## config.mk

```make
export PLATFORM = sky130hd
export DESIGN_NAME = secuenciador_control
export DESIGN_NICKNAME = d
export VERILOG_FILES = /design/src/rtl/secuenciador_control.sv
export SDC_FILE = /design/constraint.sdc
export NUM_CORES = 1
export LEC_CHECK = 0
export CAP_MARGIN = 5
export CELL_PAD_IN_SITES_DETAIL_PLACEMENT = 1
export CELL_PAD_IN_SITES_GLOBAL_PLACEMENT = 2
export CORE_MARGIN = 3
export CORE_UTILIZATION = 35
export DETAILED_ROUTE_END_ITERATION = 12
export PLACE_DENSITY_LB_ADDON = 0.1
export RECOVER_POWER = 25
export SETUP_SLACK_MARGIN = 0.02
export SYNTH_ARGS = -nofsm -noshare
export SYNTH_HDL_FRONTEND = slang
export SYNTH_SLANG_ARGS = --single-unit
```

## constraint.sdc

```tcl
create_clock -name clk -period 5.7 [get_ports clk]
set_clock_uncertainty 0.2 [all_clocks]
set_input_delay 1.71 -clock clk [delete_from_list [all_inputs] [get_ports clk]]
set_output_delay 1.71 -clock clk [all_outputs]
set_load 0.01 [all_outputs]
```

## src/rtl/secuenciador_control.sv

```systemverilog
// ---------------------------------------------------------------------------
// secuenciador_control
//   Moore control unit for the register/ALU data unit (UnidadDatos). A rising
//   edge on xs, accepted only in IDLE, launches one of four fixed
//   microprograms. The microprogram is chosen by op, which is latched at
//   acceptance. Each step lasts one cycle. Every control output is registered
//   and is 0 outside EXEC.
//
// Ports
//   clk                 system clock, rising edge
//   reset               asynchronous reset, active low
//   xs                  start request (already synchronised), rising edge
//   op[1:0]             microprogram select: 00 C=A+B, 01 C=A-B,
//                       10 C=A+B-C, 11 clear A and B through AC
//   Ra, Rb, Rc, Rac     bus1 read enables (at most one high)
//   Wa, Wb, Wc, Wac, Wt register write enables
//   S, R                ALU add / subtract select (never both high)
//   busy                high while a microprogram executes
//   done                one-cycle pulse after the last step
// ---------------------------------------------------------------------------
module secuenciador_control #(
  parameter int NPASOS = 5
) (
  input  logic       clk,
  input  logic       reset,
  input  logic       xs,
  input  logic [1:0] op,
  output logic       Ra,
  output logic       Rb,
  output logic       Rc,
  output logic       Rac,
  output logic       Wa,
  output logic       Wb,
  output logic       Wc,
  output logic       Wac,
  output logic       Wt,
  output logic       S,
  output logic       R,
  output logic       busy,
  output logic       done
);

  localparam int STEP_W = $clog2(NPASOS + 1);

  typedef enum logic [1:0] {
    IDLE = 2'd0,
    EXEC = 2'd1,
    FIN  = 2'd2
  } state_t;

  typedef struct packed {
    logic ra, rb, rc, rac;
    logic wa, wb, wc, wac, wt;
    logic s, r;
  } ctrl_t;

  state_t              r_state;
  logic [STEP_W-1:0]   r_step;
  logic [1:0]          r_op_q;
  logic                r_xs_prev;
  ctrl_t               r_ctrl;
  logic                r_busy;
  logic                r_done;

  logic                w_start;

  // Only a fresh 0->1 transition seen while idle starts a program. Edges that
  // arrive in EXEC or FIN are consumed by r_xs_prev and are never queued.
  assign w_start = xs && !r_xs_prev && (r_state == IDLE);

  // Control word for step stp (1-based) of microprogram sel.
  function automatic ctrl_t decode(input logic [1:0] sel,
                                   input logic [STEP_W-1:0] stp);
    ctrl_t c;
    // NOTE: the default assigned first covers every path through the case,
    // so this logic stays purely combinational.
    c = '0;
    case (sel)
      2'b00, 2'b01: begin
        case (int'(stp))
          1: begin c.ra = 1'b1; c.wt = 1'b1; end
          2: begin c.rb = 1'b1; c.wac = 1'b1; c.s = !sel[0]; c.r = sel[0]; end
          3: begin c.rac = 1'b1; c.wc = 1'b1; end
          default: c = '0;
        endcase
      end
      2'b10: begin
        case (int'(stp))
          1: begin c.ra = 1'b1; c.wt = 1'b1; end
          2: begin c.rb = 1'b1; c.s = 1'b1; c.wac = 1'b1; end
          3: begin c.rac = 1'b1; c.wt = 1'b1; end
          4: begin c.rc = 1'b1; c.r = 1'b1; c.wac = 1'b1; end
          5: begin c.rac = 1'b1; c.wc = 1'b1; end
          default: c = '0;
        endcase
      end
      default: begin
        // The ALU outputs 0 when S=R=0, so AC is cleared and then copied
        // into A and B.
        case (int'(stp))
          1: c.wac = 1'b1;
          2: begin c.rac = 1'b1; c.wa = 1'b1; end
          3: begin c.rac = 1'b1; c.wb = 1'b1; end
          default: c = '0;
        endcase
      end
    endcase
    return c;
  endfunction

  function automatic logic [STEP_W-1:0] last_step(input logic [1:0] sel);
    return (sel == 2'b10) ? STEP_W'(5) : STEP_W'(3);
  endfunction

  // Outputs are computed one cycle ahead from the next state, so the step-1
  // controls are visible in the cycle right after the accepted edge.
  always_ff @(posedge clk or negedge reset) begin
    if (!reset) begin
      r_state   <= IDLE;
      r_step    <= '0;
      r_op_q    <= 2'b00;
      // NOTE: starting at 1 means an xs held high through reset release does
      // not look like a rising edge.
      r_xs_prev <= 1'b1;
      r_ctrl    <= '0;
      r_busy    <= 1'b0;
      r_done    <= 1'b0;
    end else begin
      // NOTE: every state register uses non-blocking assignment, so all
      // reads below see the values from before this edge.
      r_xs_prev <= xs;
      r_done    <= 1'b0;
      case (r_state)
        IDLE: begin
          if (w_start) begin
            r_state <= EXEC;
            r_step  <= STEP_W'(1);
            r_op_q  <= op;
            r_ctrl  <= decode(op, STEP_W'(1));
            r_busy  <= 1'b1;
          end
        end
        EXEC: begin
          if (r_step < last_step(r_op_q)) begin
            r_step <= r_step + STEP_W'(1);
            r_ctrl <= decode(r_op_q, r_step + STEP_W'(1));
          end else begin
            r_state <= FIN;
            r_step  <= '0;
            r_ctrl  <= '0;
            r_busy  <= 1'b0;
            r_done  <= 1'b1;
          end
        end
        FIN: begin
          r_state <= IDLE;
        end
        default: begin
          r_state <= IDLE;
          r_step  <= '0;
          r_ctrl  <= '0;
          r_busy  <= 1'b0;
        end
      endcase
    end
  end

  assign Ra   = r_ctrl.ra;
  assign Rb   = r_ctrl.rb;
  assign Rc   = r_ctrl.rc;
  assign Rac  = r_ctrl.rac;
  assign Wa   = r_ctrl.wa;
  assign Wb   = r_ctrl.wb;
  assign Wc   = r_ctrl.wc;
  assign Wac  = r_ctrl.wac;
  assign Wt   = r_ctrl.wt;
  assign S    = r_ctrl.s;
  assign R    = r_ctrl.r;
  assign busy = r_busy;
  assign done = r_done;

endmodule

```

# After elaboration in Yosys (flattened, before gate mapping)

Index checks and enable logic that the tools add are counted.

Add/subtract/negate cells: 1
Multipliers: 0
Div/mod/pow operators: 0
Magnitude comparators: 1
Equality and inequality tests: 13
Shift-type cells: 0
Muxes and demuxes: 27
Bitwise gates (word level): 1
Reductions and logical operators: 17

Operator list:

| operator              | count |
|---|---|
| $mux W11              | 3 |
| $pmux W11 S3          | 1 |
| $pmux W11 S2          | 1 |
| $mux W1               | 13 |
| $reduce_or A2 Y1      | 5 |
| $mux W3               | 3 |
| $pmux W3 S3           | 1 |
| $eq A2 B1 Y1 const B  | 3 |
| $eq A2 B2 Y1 const B  | 3 |
| $eq A3 B2 Y1 const B  | 2 |
| $eq A3 B3 Y1 const B  | 2 |
| $logic_not A2 Y1      | 3 |
| $mux W2               | 3 |
| $reduce_and A2 Y1     | 3 |
| $ne A2 B2 Y1 const B  | 2 |
| $pmux W2 S2           | 1 |
| $add A3 B1 Y3 const B | 1 |
| $eq A3 B1 Y1 const B  | 1 |
| $lt A3 B3 Y1          | 1 |
| $pmux W1 S3           | 1 |
| $reduce_and A3 Y1     | 1 |
| $reduce_or A3 Y1      | 1 |
| $logic_and A1 B1 Y1   | 2 |
| $logic_not A1 Y1      | 2 |
| $not A1 Y1            | 1 |

Flip-flop bits (word level): 21
Bits in latches: 0
Memory bits (writable): 0
Bits in read-only memories: 0
Input port bits: 5
Word-level logic and storage cells: 77
Memories: 0

# Longest topological paths before layout

Gate-level depths: netlist (run 1).

Depth in word-level cells: 7
Depth in mapped cells: 7
Gate-level depth less buffers: 6

# Worst setup path before layout (run 1)

No wires, ideal clock.

Kind: input-to-reg
Start point: in xs
End point: reg r_op_q[0]
Arrival: 2.568 ns
Required time: 5.375 ns
Path slack: 2.808 ns
Stages: 3
Path buffers: 0
Cell sequence: nor3b_1 -> and2b_1 -> mux2_2

Cells in the longest elaborated chain, start to end: 3

RTL lines:

| item                             | line | text |
|---|---|---|
| start, declared                  | 26   | `input logic xs,` |
| $logic_and A1 B1 Y1 (2 in a row) | 69   | `assign w_start = xs && !r_xs_prev && (r_state == IDLE);` |
| $reduce_and A2 Y1 (no line)      | -    |  |
| end signal, assigned             | 138  | `r_op_q <= op;` |
| end, declared                    | 59   | `logic [1:0] r_op_q;` |

Every way passes these cells.
A chain may end at the register's enable or synchronous reset.

# Final worst setup path (run 1)

Start point: in xs
End point: reg r_ctrl, in the netlist Ra

Cells in the longest elaborated chain, start to end: 4

RTL lines:

| item                             | line | text |
|---|---|---|
| $logic_and A1 B1 Y1 (2 in a row) | 69   |  |
| $ne A2 B2 Y1 (no line)           | -    |  |
| $reduce_and A2 Y1 (no line)      | -    |  |
| end signal, assigned             | 139  | `r_ctrl <= decode(op, STEP_W'(1));` |
| end signal, assigned             | 146  | `r_ctrl <= decode(r_op_q, r_step + STEP_W'(1));` |
| end, declared                    | 61   | `ctrl_t r_ctrl;` |

Every way passes these cells.

==> metrics.txt, run 1 <==
post-synthesis compound-gate area fraction=0.231; final WL=2550 um; Vias=847; TritonCTS clock tree=built; period utilization=0.597; Iter 0 DRT Violations=47; commonest non-fill, non-tap cells in the layout=dfrtp_1 (20), clkdlybuf4s50_1 (15), nand2_1 (13); Netlist Area Pre-Place=1060 um^2; post-synthesis mux area share=0.0106; Slew HR=0.347; post-route ant nets=0; global-route wire length before repair=4280 um; placed instance area=1260 um^2; number of H-tree levels=1; simple logic cell fraction of the synthesized area=0.180; gr usage total=0.158; gr busiest metal=met2; layout cell share with drive strength beyond 1=0.0840; post-layout min period=3.41 ns; critical path arrival=3.41 ns; Clk pin slew, worst setup/hold paths=0.13 ns; Final Non-Filler Cells=150; DRC violations left=0; CTS root buffer=clkbuf_4; Worst Slack Setup Final=2.29 ns; Initial Utilization=0.376; Fmax=294 MHz; gr ovfl total=0; M2 GR Usage=0.245; adder-cell share of the synthesized area=0.0588; antenna violations before repair=0; Final Hold Vio Count=0; XOR/XNOR Fraction of Synth Area=0; number of global-route vias before repair=890; flop2flop setup slack=3.36 ns; Worst R2R Path Depth=4; CTS sink cnt=21; synthesized net count=110; final count of negative-setup-slack endpoints=0; Peak VDD IR=0.218 mV; RePlAce Congestion=0.710; core area=2830 um^2; Critical Path End Type=register; RSZ-0062 raised after global routing=false; global-route track usage on met3=0.0294; Final TNS setup=0 ns; Final Max Slew Viols=0; Inst Count DP=146; critical path type=primary input to register; Seq/Total Area, Yosys=0.495; post-CTS setup buffer count=0; Die X=61.1 um; ant diodes=0; Area Overhead vs Synth=19.6%; min-delay worst type=register to register; leak pwr=0.534 nW; Post-CTS Resized=0; standard-cell rows=19; worst hold endpoint=Wb; post-DP HPWL=1860 um; CP max FO=13; worst hold start=Wb; met1 GRT Util=0.221; max reg flops=3; Slew @ Worst Pin=0.976 ns; Routed wire per std cell=17.0 um; Worst setup SP type=primary input; Hold Path Depth=2; largest net degree at the start of global routing=22; Die Y=61.1 um; Finished Core Util=0.450; I/O Buffers=17; Max Cap Viol=0; FF+latch count, synth=21; clk_lat worst skew=0.31 ns; Fillers=327; Worst Path Required=5.71 ns; cts bufs inserted=3; worst r2r src=r_op_q[0]; Die ar.=3740 um^2; R2R Path End=Rc; Largest regs=r_step (3), r_op_q (2), r_state (2); Yosys Warn Count=0; P per Cell Area=562 nW/um^2; layout net count=130; Yosys cell types=36; DP Worst Slack=1.98 ns; Post-CTS Hold Buffers=0; largest family of logic cells by synthesized area=compound AO/OA/AOI/OAI gates; DR vias/cell=5.65; design area=1270 um^2; Reg with most FFs=r_step; outcome=completed; Pre-antenna DRT Iters=4; Synth Instances=100; CTS Buffer Depth=2; I/O pin count=18; syn_area_per_cell=10.6 um^2; most common cell after layout, fill and taps aside=dfrtp_1
-- metal layers --
layer,up-vias,wire length (um)
li1,405,-
met1,425,1280
met2,13,1140
met3,4,89
met4,0,29
met5,-,0
-- worst max path at each step --
stage                     from         to  slack [ns]  cells after the start
after floorplan             xs  r_op_q[0]        2.81                      3
after global routing        xs         Wt        2.14                      4
after detailed placement    xs         Ra        1.98                      4
after global placement      xs         Ra        2.11                      4
after CTS                   xs         Ra        2.33                      4
final                       xs         Ra        2.29                      4
-- where the power goes --
part / internal (mW) / switching, mW / total, mW
logic: 0.166 / 0.206 / 0.371
clock network: 0.0273 / 0.0485 / 0.0758
registers: 0.204 / 0.0636 / 0.268
total: 0.397 / 0.318 / 0.715
-- synthesized netlist by cell type, drive strengths merged --
master  count  area, um^2
a22o        1        10.0
nand3       2        10.0
o31a        1        8.76
nor3b       3        22.5
o21bai      1        7.51
a21o        1        7.51
inv         5        18.8
a32oi       1        8.76
ha          5        62.6
a32o        1        10.0
a21boi      1        7.51
nor4        2        12.5
a21oi       5        36.3
or3b        1        8.76
dfstp       1        26.3
nand2b      2        20.0
dfrtp      20         500
nor2        7        26.3
a22oi       1        7.51
clkbuf      2        7.51
nor2b       1        6.26
nor3        2        21.3
a221o       2        20.0
and2b       1        7.51
o32ai       3        26.3
a31oi       1        6.26
o31ai       5        51.3
nand2      13        48.8
and2        1        7.51
o21ai       6        30.0
o211ai      1        7.51
mux2        1        11.3
-- final cells by class --
class | count | area (um^2) | area share
Sequential cell | 21 | 527 | 0.414
Multi-Input combinational cell | 72 | 492 | 0.386
Timing Repair Buffer | 17 | 170 | 0.134
Tap cell | 31 | 38.8 | 0.0305
Clock buffer | 4 | 26.3 | 0.0206
Inverter | 5 | 18.8 | 0.0147
-- logic make-up after synthesis --
kind of cell | count (synthesis)
adders and majority gates | 5
muxes | 1
buffers and inverters | 7
DFF | 21
AOI/OAI and AO/OA | 31
and+or+nand+nor | 35
-- through the flow --
step | hold slack [ns] | power, mW
2_1_floorplan | 0.254 | 0.512
6_report | 0.296 | 0.715
3_5_place_dp | 0.275 | 0.659
3_3_place_gp | 0.261 | 0.651
5_1_grt | 0.335 | 0.784
4_1_cts | 0.303 | 0.737
-- worst max-delay path: stages --
cell and delay [ns]:
dlygate4sd3_1 0.56, nor3b_1 0.40, nor2_1 0.32, a221o_1 0.42
Power figures use the tool's default switching activity.
==> inputs of run 2 (changes only) <==
Settings changed: CORE_UTILIZATION 35 to 33.
Clock period 5.7 ns to 3.5 ns, I/O delays scaled along.
==> metrics.txt, run 2 (synthesis gave the netlist of run 1 again) <==
worst hold start=Wa; max reg flops=3; Inst Count DP=158; DRC violations left=0; R2R Path End=R; post-DP HPWL=1790 um; Iter 0 DRT Violations=13; Vias=808; Peak VDD IR=0.403 mV; Fmax=374 MHz; TritonCTS clock tree=built; layout net count=131; outcome=completed; critical path arrival=2.72 ns; commonest non-fill, non-tap cells in the layout=dfrtp_1 (20), clkdlybuf4s50_1 (15), nand2_1 (13); gr ovfl total=0; layout cell share with drive strength beyond 1=0.0833; global-route wire length before repair=4410 um; placed instance area=1290 um^2; final count of negative-setup-slack endpoints=0; Hold Path Depth=2; Critical Path End Type=register; cts bufs inserted=3; min-delay worst type=register to register; Slew HR=0.236; CTS sink cnt=21; design area=1290 um^2; period utilization=0.763; CTS root buffer=clkbuf_4; I/O pin count=18; RePlAce Congestion=0.817; Worst setup SP type=primary input; Reg with most FFs=r_step; worst hold endpoint=Wa; Worst R2R Path Depth=6; ant diodes=0; post-CTS setup buffer count=0; Die Y=62.8 um; critical path type=primary input to register; RSZ-0062 raised after global routing=false; antenna violations before repair=0; Initial Utilization=0.367; flop2flop setup slack=1.44 ns; post-route ant nets=0; leak pwr=0.535 nW; Final Hold Vio Count=0; largest net degree at the start of global routing=22; Clk pin slew, worst setup/hold paths=0.12 ns; Die X=62.8 um; core area=2900 um^2; Largest regs=r_step (3), r_op_q (2), r_state (2); number of global-route vias before repair=900; Pre-antenna DRT Iters=4; number of H-tree levels=1; Final Max Slew Viols=0; Area Overhead vs Synth=21.3%; Final TNS setup=0 ns; Post-CTS Hold Buffers=0; CP max FO=13; clk_lat worst skew=0.30 ns; DR vias/cell=4.99; Final Non-Filler Cells=162; gr usage total=0.139; CTS Buffer Depth=2; Die ar.=3940 um^2; Slew @ Worst Pin=1.15 ns; P per Cell Area=892 nW/um^2; Worst Path Required=3.55 ns; post-layout min period=2.67 ns; Routed wire per std cell=15.2 um; Post-CTS Resized=0; most common cell after layout, fill and taps aside=dfrtp_1; Max Cap Viol=0; final WL=2460 um; I/O Buffers=17; worst r2r src=r_step[0]; standard-cell rows=19; Worst Setup SP=xs
run 2: cell types whose count changed in the layout (fill, tap and decap cells not counted), sizes merged:
cell	before	now
clkbuf	4	5
run 2: per-stage QoR:
stage | setup WS (ns) | total power [mW] | hold WS [ns] | utilization
2_1_floorplan | 1.27 | 0.835 | 0.254 | -
3_3_place_gp | 0.573 | 1.06 | 0.263 | 0.443
3_5_place_dp | 0.538 | 1.07 | 0.265 | 0.443
4_1_cts | 0.882 | 1.20 | 0.292 | 0.453
5_1_grt | 0.608 | 1.26 | 0.328 | 0.445
6_report | 0.828 | 1.15 | 0.282 | 0.445
run 2: layer usage:
metal | track usage | vias up | routed length [um]
li1 | - | 409 | -
met1 | 0.185 | 383 | 1220
met2 | 0.222 | 14 | 1120
met3 | 0.0414 | 2 | 96
met4 | 0.0331 | 0 | 19
met5 | 0 | - | 0
run 2: power breakdown:
part / switching [mW] / internal [mW] / total, mW
clock network: 0.0720 / 0.0444 / 0.116
registers: 0.105 / 0.332 / 0.437
logic: 0.330 / 0.266 / 0.597
total: 0.507 / 0.643 / 1.15
run 2: area by class of cell:
class	instances	area [um^2]
clock buffers	4	26.3
multi-input cells	72	492
inverters	5	18.8
repair buffers	18	174
well taps	42	52.6
fillers	349	1610
flip-flops and latches	21	527
run 2: worst max-delay path by stage:
stage / to / slack (ns) / depth (start not counted)
detailed placement: Ra / 0.54 / 4
global placement: Wt / 0.57 / 4
global route: Wb / 0.61 / 5
floorplan: r_op_q[0] / 1.27 / 3
finish: Wt / 0.83 / 4
CTS: Wt / 0.88 / 4
run 2: critical path, stage by stage:
cell           delay (ns)
dlygate4sd3_1        0.56
nor3b_1              0.18
nor2_1               0.66
a221o_1              0.27
==> inputs of run 3 (changes only) <==
Clock period 3.5 ns to 2.7 ns, I/O delays scaled along.
==> metrics.txt, run 3 (synthesis gave the netlist of run 1 again) <==
Iter 0 DRT Violations=37; number of global-route vias before repair=905; layout cell share with drive strength beyond 1=0.107; largest net degree at the start of global routing=12; Pwr Total=1.52 mW; Peak VDD IR=0.492 mV; Routed wire per std cell=15.4 um; P per Cell Area=1160 nW/um^2; gr ovfl total=0; Critical Path End Type=register; Initial Utilization=0.367; flop2flop setup slack=0.66 ns; Final Hold Vio Count=0; Final TNS setup=0 ns; Post-CTS Hold Buffers=0; Die Y=62.8 um; I/O Buffers=17; post-layout min period=2.32 ns; I/O pin count=18; Die X=62.8 um; CTS root buffer=clkbuf_4; critical path type=primary input to register; Vias=836; leak pwr=0.549 nW; outcome=completed; CP max FO=5; final WL=2530 um; RSZ-0062 raised after global routing=false; ant diodes=0; DRC violations left=0; TritonCTS clock tree=built; Fillers=340; commonest non-fill, non-tap cells in the layout=dfrtp_1 (20), clkdlybuf4s50_1 (15), nand2_1 (13); Area Overhead vs Synth=23.1%; Post-CTS Resized=0; Max Cap Viol=0; gr usage total=0.146; antenna violations before repair=0; Final Max Slew Viols=0; layout net count=133; core area=2900 um^2; max reg flops=3; cts bufs inserted=3; clk_lat worst skew=0.31 ns; post-route ant nets=0; DR vias/cell=5.10; standard-cell rows=19; Clk pin slew, worst setup/hold paths=0.12 ns; min-delay worst type=register to register; critical path arrival=2.38 ns; Slew @ Worst Pin=0.570 ns; Reg with most FFs=r_step; Pre-antenna DRT Iters=4; global-route wire length before repair=4550 um; RePlAce Congestion=0.760; Fmax=431 MHz; Worst setup SP type=primary input; post-CTS setup buffer count=0; Slew HR=0.620; post-DP HPWL=1870 um; CTS sink cnt=21; final count of negative-setup-slack endpoints=0; number of H-tree levels=1; Largest regs=r_step (3), r_op_q (2), r_state (2); most common cell after layout, fill and taps aside=dfrtp_1; CTS Buffer Depth=2; period utilization=0.860; Worst Path Required=2.76 ns; Die ar.=3940 um^2
## run 3: cell types whose count changed in the layout (fill, tap and decap cells not counted)
cell / previous run / this run
clkbuf_1: 2 / 1
buf_4: 0 / 3
## run 3: layout make-up
class,instances,area [um^2],area share
flip-flops and latches,21,527,0.402
multi-input cells,72,492,0.376
clock buffers,4,26.3,0.0201
well taps,42,52.6,0.0402
inverters,5,18.8,0.0143
repair buffers,20,193,0.147
## run 3: power breakdown
group	internal (mW)	leakage [nW]	switching [mW]
registers	0.431	0.271	0.134
clock network	0.0577	0.0150	0.0974
logic	0.359	0.263	0.437
## run 3: metrics by stage
step                       util  hold slack (ns)  area, um^2  instances  setup WS (ns)
final                     0.451            0.290        1310        164          0.379
after global routing      0.451            0.329        1310        164          0.245
after CTS                 0.458            0.297        1330        164          0.437
after detailed placement  0.449            0.267        1300        160         0.0992
after global placement    0.449            0.260        1300        160          0.177
after floorplan               -            0.254        1060        100          0.708
## run 3: path summary, 6_finish.rpt
path,to,startpoint,cells after the start
min in group asynchronous,Rc,reset,1
max in group asynchronous,r_step[0],reset,2
setup reg to reg,Wa,r_op_q[0],4
setup / recovery,Wt,xs,5
hold reg to reg,Wb,Wb,2
hold / removal,Wb,Wb,2
## run 3: layer usage
layer | global-route usage | wire (um) | up-vias
met5 | 0 | 0 | -
met4 | 0.0799 | 44 | 0
met3 | 0.0234 | 62 | 5
met2 | 0.222 | 1150 | 14
met1 | 0.198 | 1270 | 409
li1 | - | - | 408
## run 3: critical path: stages
cell and delay, ns:
dlygate4sd3_1 0.56, nor3b_1 0.30, and2b_1 0.27, a21boi_0 0.29
a221o_1 0.16
